File: config.mk
export PLATFORM = sky130hd
export DESIGN_NAME = uart_program_loader
export DESIGN_NICKNAME = d
export VERILOG_FILES = /design/src/rtl/uart_pkg.sv /design/src/rtl/uart_program_loader_byte_word_packer.sv /design/src/rtl/uart_program_loader.sv
export SDC_FILE = /design/constraint.sdc
export NUM_CORES = 1
export LEC_CHECK = 0
export ABC_AREA = 1
export CAP_MARGIN = 25
export CELL_PAD_IN_SITES_DETAIL_PLACEMENT = 1
export CELL_PAD_IN_SITES_GLOBAL_PLACEMENT = 1
export CORE_MARGIN = 2
export CORE_UTILIZATION = 42
export DETAILED_ROUTE_END_ITERATION = 10
export DONT_BUFFER_PORTS = 1
export PLACE_DENSITY_LB_ADDON = 0.1
export SYNTH_ARGS = -nofsm -noshare
export SYNTH_HDL_FRONTEND = slang
export SYNTH_SLANG_ARGS = --single-unit
File: constraint.sdc
create_clock -name clk -period 5 [get_ports clk]
set_input_delay 0.75 -clock clk [delete_from_list [all_inputs] [get_ports clk]]
set_output_delay 0.75 -clock clk [all_outputs]
set_load 0.005 [all_outputs]
File: src/rtl/uart_pkg.sv
// -----------------------------------------------------------------------------
// uart_pkg
// Shared types and helpers for the UART program loader.
//   loader_state_t : loader FSM states
//   byte_t / word_t: received byte and assembled 32-bit word
//   WORD_BYTES     : bytes per little-endian word
//   fill_lane()    : insert a byte into the lane selected by a 2-bit index
// -----------------------------------------------------------------------------
package uart_pkg;

    typedef enum logic [2:0] {
        IDLE = 3'd0,
        LEN  = 3'd1,
        DATA = 3'd2,
        DONE = 3'd3,
        ERR  = 3'd4
    } loader_state_t;

    typedef logic [7:0]  byte_t;
    typedef logic [31:0] word_t;

    localparam int WORD_BYTES = 4;

    // Little-endian lane fill: byte k lands in bits [8k+7:8k].
    function automatic word_t fill_lane(input word_t w, input logic [1:0] idx, input byte_t b);
        word_t r;
        r = w;
        r[{idx, 3'b000} +: 8] = b;
        return r;
    endfunction

endpackage

File: src/rtl/uart_program_loader_byte_word_packer.sv
// -----------------------------------------------------------------------------
// byte_word_packer
// Packs a little-endian byte stream into 32-bit words.
//   clk, reset  : clock, asynchronous active-high reset
//   clear       : re-arm; drops any partial word and a pending word_valid
//   byte_en     : a byte is accepted this cycle
//   byte_in     : accepted byte
//   word_valid  : one-cycle pulse, the cycle after the 4th byte is accepted
//   word        : completed word (held until the next word completes)
// The assembly register and the output word register are separate, so bytes
// of the following word can arrive while the completed word is being used.
// -----------------------------------------------------------------------------
module byte_word_packer
    import uart_pkg::*;
(
    input  logic  clk,
    input  logic  reset,
    input  logic  clear,
    input  logic  byte_en,
    input  byte_t byte_in,
    output logic  word_valid,
    output word_t word
);

    logic [1:0] idx_r;
    word_t      asm_r;
    word_t      word_r;
    logic       valid_r;

    // Lane index, partial-word assembly and completed-word hand-off.
    always_ff @(posedge clk or posedge reset) begin
        if (reset) begin
            idx_r   <= 2'd0;
            asm_r   <= 32'd0;
            word_r  <= 32'd0;
            valid_r <= 1'b0;
        end else if (clear) begin
            idx_r   <= 2'd0;
            asm_r   <= 32'd0;
            valid_r <= 1'b0;
        end else begin
            valid_r <= 1'b0;
            if (byte_en) begin
                asm_r <= fill_lane(asm_r, idx_r, byte_in);
                idx_r <= idx_r + 2'd1;
                if (idx_r == 2'(WORD_BYTES - 1)) begin
                    word_r  <= fill_lane(asm_r, idx_r, byte_in);
                    valid_r <= 1'b1;
                end
            end
        end
    end

    assign word_valid = valid_r;
    assign word       = word_r;

endmodule

File: src/rtl/uart_program_loader.sv
// -----------------------------------------------------------------------------
// uart_program_loader
// Loads a length-prefixed program image from the UART byte stream into
// instruction memory: a 32-bit LE word count N followed by N 32-bit LE words,
// written to consecutive word addresses starting at BASE_ADDR.
//   clk, reset     : clock, asynchronous active-high reset
//   start          : pulse that arms (or aborts and re-arms) a load
//   in_data/in_valid/in_ready : byte stream handshake from the UART
//   mem_addr/mem_wdata/mem_we : instruction memory write port
//   busy           : loading (length or data phase)
//   done / error   : sticky completion / failure (overflow or timeout)
//   words_written  : memory writes completed in the current load
// -----------------------------------------------------------------------------
module uart_program_loader
    import uart_pkg::*;
#(
    parameter int          ADDR_WIDTH = 12,
    parameter int          BASE_ADDR  = 0,
    parameter int          MAX_WORDS  = 4096,
    parameter logic [31:0] TIMEOUT    = 32'd10000000
) (
    input  logic                  clk,
    input  logic                  reset,
    input  logic                  start,
    input  logic [7:0]            in_data,
    input  logic                  in_valid,
    output logic                  in_ready,
    output logic [ADDR_WIDTH-1:0] mem_addr,
    output logic [31:0]           mem_wdata,
    output logic                  mem_we,
    output logic                  busy,
    output logic                  done,
    output logic                  error,
    output logic [31:0]           words_written
);

    loader_state_t         state_r;
    logic [ADDR_WIDTH-1:0] mem_addr_r;
    logic [31:0]           words_written_r;
    word_t                 n_r;
    logic [31:0]           tmo_r;
    logic                  done_r;
    logic                  error_r;

    logic                  byte_en_s;
    logic                  word_valid_s;
    word_t                 word_s;
    logic                  tmo_hit_s;
    logic [31:0]           tmo_next_s;

    // start takes priority over a coincident byte: that byte is discarded.
    assign in_ready  = (state_r == LEN) || (state_r == DATA);
    assign byte_en_s = in_valid && in_ready && !start;

    byte_word_packer u_packer (
        .clk        (clk),
        .reset      (reset),
        .clear      (start),
        .byte_en    (byte_en_s),
        .byte_in    (in_data),
        .word_valid (word_valid_s),
        .word       (word_s)
    );

    // Inactivity counter: restarts on every accepted byte.
    always_comb begin
        tmo_next_s = tmo_r + 32'd1;
        tmo_hit_s  = 1'b0;
        if (byte_en_s) begin
            tmo_next_s = 32'd0;
        end else if (tmo_next_s == TIMEOUT) begin
            tmo_hit_s = 1'b1;
        end else begin
            tmo_hit_s = 1'b0;
        end
    end

    // Loader FSM with address, count, timeout and sticky status.
    always_ff @(posedge clk or posedge reset) begin
        if (reset) begin
            state_r         <= IDLE;
            mem_addr_r      <= ADDR_WIDTH'(BASE_ADDR);
            words_written_r <= 32'd0;
            n_r             <= 32'd0;
            tmo_r           <= 32'd0;
            done_r          <= 1'b0;
            error_r         <= 1'b0;
        end else if (start) begin
            state_r         <= LEN;
            mem_addr_r      <= ADDR_WIDTH'(BASE_ADDR);
            words_written_r <= 32'd0;
            tmo_r           <= 32'd0;
            done_r          <= 1'b0;
            error_r         <= 1'b0;
        end else begin
            case (state_r)
                IDLE: begin
                    state_r <= IDLE;
                end
                LEN: begin
                    tmo_r <= tmo_next_s;
                    if (word_valid_s) begin
                        n_r <= word_s;
                        if (word_s == 32'd0) begin
                            state_r <= DONE;
                            done_r  <= 1'b1;
                        end else if (word_s > 32'(MAX_WORDS)) begin
                            state_r <= ERR;
                            error_r <= 1'b1;
                        end else begin
                            state_r <= DATA;
                        end
                    end else if (tmo_hit_s) begin
                        state_r <= ERR;
                        error_r <= 1'b1;
                    end
                end
                DATA: begin
                    tmo_r <= tmo_next_s;
                    // The strobe cycle is word_valid_s; account for it now.
                    if (word_valid_s) begin
                        mem_addr_r      <= mem_addr_r + ADDR_WIDTH'(1);
                        words_written_r <= words_written_r + 32'd1;
                    end
                    if (word_valid_s && ((words_written_r + 32'd1) == n_r)) begin
                        state_r <= DONE;
                        done_r  <= 1'b1;
                    end else if (tmo_hit_s) begin
                        state_r <= ERR;
                        error_r <= 1'b1;
                    end
                end
                DONE: begin
                    state_r <= DONE;
                end
                ERR: begin
                    state_r <= ERR;
                end
                default: begin
                    state_r <= IDLE;
                end
            endcase
        end
    end

    // The strobe is gated by DATA so the length word never reaches memory.
    assign mem_we        = word_valid_s && (state_r == DATA);
    assign mem_wdata     = word_s;
    assign mem_addr      = mem_addr_r;
    assign busy          = (state_r == LEN) || (state_r == DATA);
    assign done          = done_r;
    assign error         = error_r;
    assign words_written = words_written_r;

endmodule

==> results of run 1 <==
[worst max-delay path: stages, from the launching register on]
cell,delay (ps)
dfrtp_1,400
inv_1,100
nand3_1,180
nand2_1,120
buf_4,290
nand3_1,350
nor2_2,210
clkinv_1,590
o21ai_0,450
[per-stage QoR]
| step | util [%] | hold WS (ps) | area (um^2) | worst slack, ps | cells |
|---|---|---|---|---|---|
| after floorplan | - | 453 | 10000 | 2010 | 1455 |
| after global placement | 44.2 | 471 | 10400 | 2300 | 1745 |
| after detailed placement | 44.2 | 482 | 10400 | 2150 | 1745 |
| after CTS | 46.8 | 363 | 11000 | 2170 | 1777 |
| after global routing | 46.9 | 359 | 11000 | 1790 | 1778 |
| final | 46.9 | 312 | 11000 | 2190 | 1778 |
[Yosys cell counts]
library cell	n
a22o_1	1
nor2_4	9
and3_1	1
o21ai_2	1
o22ai_1	53
nor3b_1	1
xnor3_1	1
dfrtp_1	175
a22oi_1	1
inv_1	196
nor2_1	152
o21bai_1	1
o21ai_0	125
clkinv_1	2
a32o_1	1
a21oi_1	21
buf_2	1
nor2_2	9
xor2_1	8
nand4_1	13
nand2_4	1
buf_4	2
inv_2	5
clkbuf_1	30
nor4_1	1
buf_1	4
nand2_2	5
a31oi_1	1
ha_1	8
nand3_2	4
nand3b_1	1
nand2_1	465
nand3_1	143
and2_1	1
o41a_1	1
nor3_1	11
[power by group]
part / total [mW] / leakage, nW / switching [mW] / internal (mW)
Clock: 1.38 / 0.296 / 0.654 / 0.722
Sequential: 1.61 / 2.33 / 0.0942 / 1.51
Combinational: 0.367 / 2.22 / 0.259 / 0.107
Total: 3.35 / 4.84 / 1.01 / 2.34
[path summary, 6_finish.rpt]
path | cells past startpoint | slack (ps) | end
worst min register to register | 2 | 500 | u_packer.asm_r[29]
worst max-delay path | 8 | 2190 | u_packer.word[30]
max in group asynchronous | 2 | 4000 | words_written[15]
worst max register to register | 8 | 2190 | u_packer.word[30]
worst min-delay path | 2 | 310 | u_packer.asm_r[5]
min in group clk | 1 | 380 | mem_addr[11]
[routing by layer]
metal  part of all wire (%)  track usage [%]  wire [um]  vias to the layer above
met1                     47             35.7      15300                     4669
met5                      0                0          0                        -
li1                       -                -          -                     4639
met3                    4.6             5.50       1480                       35
met4                    1.7             6.69        543                        0
met2                     47             44.4      15200                      142
[layout make-up]
| class | instances | share of cell area (%) |
|---|---|---|
| Multi-Input combinational cell | 1040 | 43.3 |
| Sequential cell | 175 | 39.8 |
| Inverter | 203 | 6.96 |
| Clock buffer | 18 | 3.99 |
| Tap cell | 319 | 3.63 |
| Clock inverter | 14 | 1.41 |
| Timing Repair Buffer | 9 | 0.910 |
[kinds of logic after synthesis]
family | Yosys count | synth area share, %
xor+xnor | 9 | 0.922
flops | 175 | 43.6
buf+inv | 240 | 9.05
fa+ha+maj | 8 | 0.996
simple gates | 817 | 34.3
compound gates | 206 | 11.2
[flip-flops by register name (all words and copies together) (netlist names)]
| name | count |
|---|---|
| mem_addr | 12 |
| u_packer.idx_r | 2 |
| u_packer.word_valid | 1 |
| n_r | 32 |
| u_packer.word | 32 |
| error | 1 |
| words_written | 32 |
| state_r | 3 |
| tmo_r | 32 |
| u_packer.asm_r | 27 |
| done | 1 |
==> flow_summary.yaml, run 1 <==
place:
  gp_congestion: 0.875
  port_buffers: 0
  dp_hpwl_um: 24000
synth:
  ys_warn_count: 0
  syn-instance-count: 1455
  yosysUniqueCellTypes: 36
  synth_seq_cells: 175
  ys_seq_area_share_pct: 43.6
  syn-num-nets: 1475
  synth_area_per_cell_um2: 6.90
  synth_largest_area_cell: "dfrtp_1"
  synth_top_cell_area_share_pct: 43.6
  syn_area_um2: 10000
  synth_area_leaders: "dfrtp_1 (44%), nand2_1 (17%), inv_1 (7.3%)"
setup_path:
  crit_path_end_kind: "register"
  critPathArrivalTime_ps: 3140
  r2r_start: "state_r[0]"
  crit_type: "reg2reg"
  crit_path_max_fanout: 28
  startpoint_type: "register"
  crit_start: "state_r[0]"
  required_ps: 5330
routing:
  route.detailed.drc: 0
  ant_nets: 0
  dr_total_vias: 9485
  wl_um: 32500
  post_drt_wl_per_cell_um: 18.3
  drt_first_pass_iters: 5
  viasPerCell: 5.33
  drt-initial-drc-count: 514
clocking:
  clk_latency_ps: 440
  cts.sinks: 175
  post_cts_buffers: 0
  cts_tree: "yes"
  cts_buffer_depth: 2
  ctsHoldBuffers: 0
  cts-root-buf: "clkbuf_16"
  cts_resized: 0
  cts_made_buffers: 17
  path_clk_slew_ps: 80
  h-tree-depth: 4
final_layout:
  diodes: 0
  regArea_um2: 4380
  final_net_count: 1466
  multi_input_area_um2: 4770
  area_growth_pct: 9.55
  final_common_cell: "nand2_1"
  mostFrequentLayoutCells: "nand2_1 (465), inv_1 (195), dfrtp_1 (175)"
  final_layout_size_suffix_gt1_share_pct: 5.35
  fillers: 3053
global_routing:
  grtUsageTotal_pct: 26.7
  grt_start_max_net_pins: 117
  globalRouteOverflowTotal: 0
  grt_pass1_vias: 9596
  grt_pass1_wl_um: 51900
  antenna_found_initial: 0
die:
  die_x_um: 159
  start_util_pct: 42.8
  die_y_um: 159
  io_pins: 93
  rows: 56
  core_area_um2: 23500
  die_area_um2: 25200
power:
  p_leak_nw: 4.84
  vdd_drop_max_mv: 0.194
  p_per_area_nw_per_um2: 304
  total_power_mw: 3.35
run_status:
  status: "finished, final reports clean"
sta:
  slew_violations: 0
  rsz0062_at_grt: "false"
  fin_skew_ps: 16.8
  fmax_ghz: 0.356
  finalSetupTns_ps: 0
  timing.final.hold_violations: 0
  setup_viol: 0
  worst_pin_slew_ps: 905
  period_minus_slack_ps: 2810
  relSlewSlack_pct: 39.4
  min_period_over_period_pct: 56.2
job:
  maxCapViolCount: 0
hold_path:
  hold_class: "in2async"
No activity file was read; power rests on OpenSTA's default activity.
==> inputs of run 2 (changes only) <==
==> constraint.sdc (replaced) <==
create_clock -name clk -period 2.38 [get_ports clk]
set_input_delay 0.357 -clock clk [delete_from_list [all_inputs] [get_ports clk]]
set_output_delay 0.357 -clock clk [all_outputs]
set_load 0.005 [all_outputs]
==> run 2 against run 1 <==
Effect of this change: global-route usage rose by 1.4 points; clock skew up 3.5 ps; first-iteration DRC count up 4.7%; hold slack worse by 210 ps; maximum frequency is 22% higher; total power grew 120%.
==> flow_summary.yaml, run 2 (synthesized netlist as in run 1, its figures left out) <==
global_routing:
  grt_pass1_wl_um: 54600
  grtUsageTotal_pct: 28.2
  grt_pass1_vias: 10059
  globalRouteOverflowTotal: 0
  grt_start_max_net_pins: 49
  antenna_found_initial: 0
sta:
  finalSetupTns_ps: 0
  period_minus_slack_ps: 2300
  timing.final.hold_violations: 0
  worst_pin_slew_ps: 487
  relSlewSlack_pct: 67.5
  min_period_over_period_pct: 96.5
  fin_skew_ps: 20.3
  fmax_ghz: 0.435
  rsz0062_at_grt: "true"
  slew_violations: 0
  setup_viol: 0
setup_path:
  crit_path_top_delay_cell: "dfrtp_1"
  crit_path_cell_trace: "ha_4, nand2_4, nor2_4, buf_12, nand3_1, nand3_1, nand2_1, inv_2, nand3_2, nor2_4, nand3_2, nor2_4, nand3_2, nand2_2, nand2_2, nand2_1, nand2_1"
  startpoint_type: "register"
  required_ps: 2710
  path_delay_family: "simple AND/OR/NAND/NOR gates"
  crit_type: "reg2reg"
  critPathBufInv: 2
  critPathArrivalTime_ps: 2630
  crit_path_max_fanout: 5
  crit_path_end_kind: "register"
  max_stage_delay_ps: 420
die:
  die_y_um: 159
  rows: 56
  io_pins: 93
  die_area_um2: 25200
  start_util_pct: 42.8
  die_x_um: 159
  core_area_um2: 23500
clocking:
  cts.sinks: 175
  cts_buffer_depth: 2
  cts-root-buf: "clkbuf_16"
  cts_made_buffers: 17
  clk_latency_ps: 450
  h-tree-depth: 4
  cts_tree: "yes"
  path_clk_slew_ps: 90
final_layout:
  final_common_cell: "nand2_1"
  fin_util_pct: 51.8
  diodes: 0
  final_layout_size_suffix_gt1_share_pct: 16.3
  area_growth_pct: 20.9
  mostFrequentLayoutCells: "nand2_1 (440), inv_1 (192), dfrtp_1 (161)"
  final_net_count: 1553
  fillers: 3017
place:
  gp_congestion: 0.853
  dp_hpwl_um: 25700
  port_buffers: 0
routing:
  route.detailed.drc: 0
  drt-initial-drc-count: 538
  ant_nets: 0
  viasPerCell: 5.35
  post_drt_wl_per_cell_um: 18.8
  dr_total_vias: 9983
  drt_first_pass_iters: 5
  wl_um: 35100
hold_path:
  hold_class: "in2reg"
run_status:
  status: "finished, final reports clean"
power:
  vdd_drop_max_mv: 0.351
  p_leak_nw: 5.36
  p_per_area_nw_per_um2: 604
job:
  maxCapViolCount: 0
==> run 2: cell types whose count changed in the layout (fill, tap and decap cells not counted), moves of 4 or more <==
| cell | previous run | this run |
|---|---|---|
| buf_12 | 1 | 5 |
| buf_4 | 7 | 81 |
| buf_6 | 0 | 5 |
| dfrtp_1 | 175 | 161 |
| dfrtp_2 | 0 | 14 |
| nand2_1 | 465 | 440 |
| nand2_2 | 5 | 24 |
| nand2_4 | 1 | 6 |
| nand3_1 | 143 | 129 |
| nand3_2 | 4 | 15 |
| nor2_1 | 150 | 121 |
| nor2_2 | 10 | 27 |
| nor2_4 | 10 | 25 |
==> run 2: worst paths after layout <==
check,cells after the start,startpoint,slack [ps],to
min in group asynchronous,2,reset,370,u_packer.asm_r[1]
max in group asynchronous,3,reset,1340,tmo_r[25]
min reg2reg,2,u_packer.asm_r[30],490,u_packer.asm_r[30]
min,3,start,100,error
max,17,words_written[1],80,done
max reg2reg,17,words_written[1],80,done
==> run 2: final cells by class <==
type / count / area, um^2 / share of cell area (%)
clock buffers: 17 / 425 / 3.50
clock inverters: 15 / 214 / 1.76
inverters: 203 / 768 / 6.32
multi-input cells: 1043 / 5160 / 42.5
flip-flops and latches: 175 / 4400 / 36.2
well taps: 319 / 399 / 3.29
repair buffers: 93 / 785 / 6.46
==> run 2: repair_timing <==
item | 4_1_cts | 5_1_grt
resized for setup | 9 | 114
buffers inserted | 0 | 28
gates cloned | 0 | 3
pin swaps | 2 | 48
setup endpoints to repair | 5 | 11
hold buffers | 2 | 0
endpoints found under the hold margin | 12 | 0
==> run 2: layer usage <==
layer | share of wire (%) | GRT usage [%] | vias up
met5 | 0 | 0 | -
met4 | 2.7 | 8.15 | 0
met3 | 4.2 | 4.74 | 52
met1 | 46 | 38.3 | 4930
met2 | 47 | 46.3 | 183
li1 | - | - | 4818
==> run 2: report_power, final <==
| group | total (mW) | internal, mW | switching, mW |
|---|---|---|---|
| registers | 3.37 | 3.18 | 0.190 |
| clock network | 3.11 | 1.63 | 1.47 |
| logic | 0.860 | 0.258 | 0.602 |
| total | 7.33 | 5.07 | 2.27 |
==> run 2: worst register-to-register path, cell delays in order, from the launching register on <==
cell     delay (ps)
dfrtp_1         420
ha_4            200
nand2_4          70
nor2_4          200
buf_12          160
nand3_1          90
nand3_1         120
nand2_1          70
inv_2            50
nand3_2          70
nor2_4          110
nand3_2         120
nor2_4          150
nand3_2         100
nand2_2          80
nand2_2          50
nand2_1          60
nand2_1          50
==> run 2: stage by stage <==
stage	power (mW)	setup WS, ps	cells	cell area [um^2]	hold slack [ps]
after floorplan	3.91	-216	1455	10000	453
after global placement	4.20	-13.1	1800	10800	226
after detailed placement	4.24	-68.5	1800	10800	236
after CTS	7.34	6.80	1834	11500	93.5
after global routing	7.63	-103	1865	12100	103
final	7.33	83.1	1865	12100	103
